`config.mk`:
```
export PLATFORM = sky130hd
export DESIGN_NAME = alu_arbiter
export DESIGN_NICKNAME = d
export VERILOG_FILES = /design/src/rtl/alu_arbiter.sv
export SDC_FILE = /design/constraint.sdc
export NUM_CORES = 1
export LEC_CHECK = 0
export BUFFER_PORTS_ARGS = -buffer_cell sky130_fd_sc_hd__buf_2
export CORE_MARGIN = 2
export CORE_UTILIZATION = 30
export CTS_CLUSTER_SIZE = 28
export DETAILED_ROUTE_END_ITERATION = 10
export GPL_TIMING_DRIVEN = 0
export PLACE_DENSITY = 0.86
export SETUP_SLACK_MARGIN = 0.02
export SLEW_MARGIN = 0
export SYNTH_ARGS = -nofsm -noshare
export SYNTH_HDL_FRONTEND = slang
export SYNTH_SLANG_ARGS = --single-unit
```
`constraint.sdc`:
```
create_clock -name clk -period 1.25 [get_ports clk]
set_input_delay 0.0625 -clock clk [delete_from_list [all_inputs] [get_ports clk]]
set_output_delay 0.0625 -clock clk [all_outputs]
set_load 0.005 [all_outputs]
```
`src/rtl/alu_arbiter.sv`:
```
// Two-requester round-robin arbiter in front of a shared combinational add/nand ALU,
// with a single-entry response buffer. Define ALU_ARBITER_FIXED_PRIO_EN for fixed priority (requester 0 wins).

module alu_arbiter_lane (
    input  logic        valid,
    input  logic        granted,
    input  logic        accept,
    input  logic [1:0]  sel,
    input  logic [15:0] a,
    input  logic [15:0] b,
    output logic        ready,
    output logic [1:0]  sel_m,
    output logic [15:0] a_m,
    output logic [15:0] b_m
);
    // Masked operands let the top OR-combine lanes into the ALU bus.
    assign ready = accept & valid & granted;
    assign sel_m = ready ? sel : 2'b00;
    assign a_m   = ready ? a   : 16'h0000;
    assign b_m   = ready ? b   : 16'h0000;
endmodule

module alu_arbiter (
    input  logic        clk,
    input  logic        rst,
    input  logic        req0_valid,
    input  logic [1:0]  req0_sel,
    input  logic [15:0] req0_a,
    input  logic [15:0] req0_b,
    output logic        req0_ready,
    input  logic        req1_valid,
    input  logic [1:0]  req1_sel,
    input  logic [15:0] req1_a,
    input  logic [15:0] req1_b,
    output logic        req1_ready,
    output logic [1:0]  alu_sel,
    output logic [15:0] alu_arg1,
    output logic [15:0] alu_arg2,
    input  logic [15:0] alu_result,
    input  logic        alu_carry,
    input  logic        alu_zero,
    output logic        rsp_valid,
    output logic        rsp_id,
    output logic [15:0] rsp_result,
    output logic        rsp_carry,
    output logic        rsp_zero,
    input  logic        rsp_ready
);
    localparam int NUM_LANES = 2;

    typedef enum logic {EMPTY = 1'b0, FULL = 1'b1} state_t;

    state_t state, state_next;

    logic [NUM_LANES-1:0]       req_valid;
    logic [NUM_LANES-1:0][1:0]  req_sel, sel_m;
    logic [NUM_LANES-1:0][15:0] req_a, req_b, a_m, b_m;
    logic [NUM_LANES-1:0]       ready;
    logic                       gnt_idx;
    logic                       can_accept;
    logic                       accept;
    logic [15:0]                op_cnt;

    assign req_valid = {req1_valid, req0_valid};
    assign req_sel   = {req1_sel, req0_sel};
    assign req_a     = {req1_a, req0_a};
    assign req_b     = {req1_b, req0_b};

`ifdef ALU_ARBITER_FIXED_PRIO_EN
    assign gnt_idx = ~req_valid[0];
`else
    logic last;

    always_comb begin
        if (&req_valid) gnt_idx = ~last;
        else            gnt_idx = req_valid[1];
    end

    always_ff @(posedge clk) begin
        if (rst)         last <= 1'b1;
        else if (accept) last <= gnt_idx;
    end
`endif

    assign can_accept = (state == EMPTY) | (rsp_valid & rsp_ready);
    assign accept     = can_accept & (|req_valid) & ~rst;

    for (genvar i = 0; i < NUM_LANES; i++) begin : g_lane
        alu_arbiter_lane u_lane (
            .valid   (req_valid[i]),
            .granted (gnt_idx == 1'(i)),
            .accept  (accept),
            .sel     (req_sel[i]),
            .a       (req_a[i]),
            .b       (req_b[i]),
            .ready   (ready[i]),
            .sel_m   (sel_m[i]),
            .a_m     (a_m[i]),
            .b_m     (b_m[i])
        );
    end

    assign req0_ready = ready[0];
    assign req1_ready = ready[1];

    always_comb begin
        alu_sel  = 2'b00;
        alu_arg1 = 16'h0000;
        alu_arg2 = 16'h0000;
        for (int i = 0; i < NUM_LANES; i++) begin
            alu_sel  = alu_sel  | sel_m[i];
            alu_arg1 = alu_arg1 | a_m[i];
            alu_arg2 = alu_arg2 | b_m[i];
        end
    end

    always_ff @(posedge clk) begin
        if (rst) state <= EMPTY;
        else     state <= state_next;
    end

    always_comb begin
        state_next = state;
        case (state)
            EMPTY: if (accept) state_next = FULL;
            FULL:  if (!accept && rsp_ready) state_next = EMPTY;
            default: state_next = EMPTY;
        endcase
    end

    always_comb begin
        rsp_valid = (state == FULL);
    end

    // Response fields hold their last value when the buffer drains.
    always_ff @(posedge clk) begin
        if (rst) begin
            rsp_id     <= 1'b0;
            rsp_result <= 16'h0000;
            rsp_carry  <= 1'b0;
            rsp_zero   <= 1'b0;
        end else if (accept) begin
            rsp_id     <= gnt_idx;
            rsp_result <= alu_result;
            rsp_carry  <= alu_carry;
            rsp_zero   <= alu_zero;
        end
    end

    always_ff @(posedge clk) begin
        if (rst)         op_cnt <= 16'h0000;
        else if (accept) op_cnt <= op_cnt + 16'h0001;
    end
endmodule

```
==> flow_metrics.tcl <==
set metrics [dict create \
    via_per_inst 5.29 \
    ys_seq_area_share_pct 33.3 \
    tightestPinTransition_ps 451 \
    violations "negative setup slack" \
    fin_util_pct 60.4 \
    cts_buffers 3 \
    clkPwrFrac_pct 23.0 \
    grt_max_degree 19 \
    swShare_pct 27.9 \
    root_buffer "clkbuf_8" \
    start_util_pct 31.3 \
    cp_common_cell "buf_6" \
    worstPathCellList "buf_4 -> nand2b_4 -> and4_1 -> buf_6 -> buf_12 -> a22o_4 -> buf_6" \
    wirelength_um 5910 \
    relSlewSlack_pct 69.9 \
    cts_hold_buf 0 \
    area_delta_synth_final_pct 92.9 \
    cts.clk_slew.worst_paths_ps 70 \
    vias 1829 \
    drcViolationCount 0 \
    pin_count 147 \
    dieArea_um2 4740 \
    cts_max_level 1 \
    syn-mean-instance-area_um2 9.15 \
    postLayoutCellArea_um2 2430 \
    placed_cell_area_um2 2080 \
    skew_ps 1.46 \
    grt.overflow.total 0 \
    dr.pass1.iters 6 \
    synth_top_cells_by_area "dfxtp_1 33%, a22o_2 14%, nand3b_1 11%" \
    die_w_um 68.9 \
    grt_setup_unrepaired "yes" \
    core-area_um2 4030 \
    worst_ep_arrival_time_ps 1600 \
    cts_tree "done" \
    ys_types 21 \
    cp-endpoint "alu_arg1[6]" \
    drt_iter0_drc 54 \
    end_kind "output pin" \
    port_buffers 146 \
    fin_crit_sh_pct 133 \
    finalWorstSetupSlack_ps -409 \
    ir_worst_vdd_uv 544 \
    die_y_um 68.9 \
    slowest_stage "dfxtp_2" \
    r2r-start "rsp_valid" \
    synth_warnings 0 \
    syn-cell-area_um2 1260 \
    clock-sinks 21 \
    startpoint_type "register" \
    r2r_cells 7 \
    seqPwrFrac_pct 39.2 \
    hold_viol_final 0 \
    syn_inst 138 \
    clk-insertion-delay-late_ps 250 \
    rr_endpoint "rsp_id" \
    crit_buf_inv 4 \
    rows 23 \
    grt_pass1_wl_um 7820 \
    worstPathRequired_ps 1190 \
    synth_top_area_cell "dfxtp_1" \
    internal-power_mw 1.36 \
    diodes 0 \
    nNetsFinal 388 \
    synth_top_area_share_pct 33.3 \
    wl_per_cell_um 17.1 \
    track_usage_pct 22.0 \
    path_class "reg2out" \
    cp_top_family "buffers and inverters" \
    drive_gt1_share_pct 65.5 \
    antenna_found_initial 0 \
    ys_ff_latch 21 \
    clockBufferDepth 2 \
    power_leakage_nw 1.29 \
    postSynthNetCount 229 \
    globalplace.congestion 0.701 \
    worstPathMaxFanout 10 \
    cp.depth 7 \
    run_status "complete, but fails checks" \
    cap_violations 0 \
    hpwl_um 4050 \
    ant_nets 0 \
    slowest_delay_ps 330 \
    power.switching_mw 0.525 \
    place_ws_ps -407 \
    maxSlewViolCount 0 \
    power_density_nw_per_um2 773 \
    pwr-share-comb_pct 37.8 \
    holdCritPathClass "in2reg" \
    finalCriticalPeriod_ps 1660 \
    r2r_setup_slack_ps -140 \
    grt_pass1_vias 1712 \
    setup_viol 37 \
    critPathLaunch "rsp_valid" \
    fmax_ghz 0.603 \
]
layout make-up:
class / count / area [um2]
plain buffers: 13 / 113
clock buffers: 4 / 45.0
fillers: 355 / 1590
inverters: 1 / 3.75
multi-input cells: 100 / 831
flip-flops and latches: 21 / 422
well taps: 50 / 62.6
repair buffers: 157 / 958
power groups by stage:
stage	Clock (mW)	Combinational, mW	Sequential [mW]
finish	0.433	0.710	0.738
global route	0.470	0.770	0.743
CTS	0.447	0.700	0.738
detailed placement	0	0.566	0.753
global placement	0	0.553	0.752
floorplan	0	0.256	0.757
layout by cell type, fill, tap and decap left out, types with 4 or more instances in the layout:
master	instances
a22o_2	8
dfxtp_1	20
o21ai_0	18
a22o_1	15
a22o_4	11
nand3b_1	18
buf_2	134
buf_6	19
a21oi_1	19
buf_12	4
clkbuf_1	6
routing by layer:
metal,track usage (%),share of wire (%),routed length (um),vias to the layer above
met5,0,0,0,-
met4,8.33,2.5,150,0
met3,3.57,8.8,517,14
met2,45.7,55,3260,98
met1,21.1,33,1980,867
li1,-,-,-,850
worst reg2reg max path, stage by stage, from the launching register on:
cell and delay [ps]:
dfxtp_2 330, buf_4 110, nand2b_4 60, and4_1 160
buf_6 150, clkbuf_16 160, buf_4 120, a31o_2 200
worst min path at each step:
| stage | slack, ps | cells past startpoint | from | end |
|---|---|---|---|---|
| after floorplan | 220 | 1 | req0_a[10] | alu_arg1[10] |
| after global placement | 330 | 3 | alu_result[12] | rsp_result[12] |
| after detailed placement | 340 | 3 | alu_result[15] | rsp_result[15] |
| after CTS | 60 | 3 | alu_result[7] | rsp_result[7] |
| after global routing | 70 | 3 | alu_result[8] | rsp_result[8] |
| final | 70 | 3 | alu_zero | rsp_zero |
state kept, by name, summed over array words and instances (netlist names):
register and cells:
last 1, rsp_valid 1, rsp_id 1, rsp_zero 1, rsp_carry 1, rsp_result 16
cells in the mapped netlist:
cell type   n
a21oi_1    19
a221o_1     1
a22o_1     15
a22o_2     18
a22o_4      1
a31o_2      1
and4_1      1
buf_2       4
buf_6       4
clkbuf_1    8
dfxtp_1    21
inv_1       1
nand2_1     2
nand2b_1    1
nand3b_1   18
nor2_1      1
nor2b_1     1
nor2b_4     1
nor4b_4     1
o21ai_0    18
o21ai_1     1
what timing repair did:
item	CTS	global route
setup buffers	8	0
gates resized for setup	40	3
pin swaps	6	9
setup endpoints to repair	47	42
cloned	3	1
per-stage QoR:
stage	TNS [ps]	std cells	power, mW	hold slack, ps
6_report	-13220	346	1.88	67.6
5_1_grt	-16050	346	1.98	71.5
4_1_cts	-12900	347	1.88	64.0
3_5_place_dp	-14310	334	1.32	337
3_3_place_gp	-13690	334	1.30	329
2_1_floorplan	-3940	138	1.01	217
logic make-up (layout without fill, tap and decap cells):
group           count (synthesis)  in the layout  share of synthesized area (%)
compound gates                 74             74                           42.6
buf+inv                        17            175                           7.83
flops                          21             21                           33.3
simple gates                   26             26                           16.3
Power figures use the tool's default switching activity.
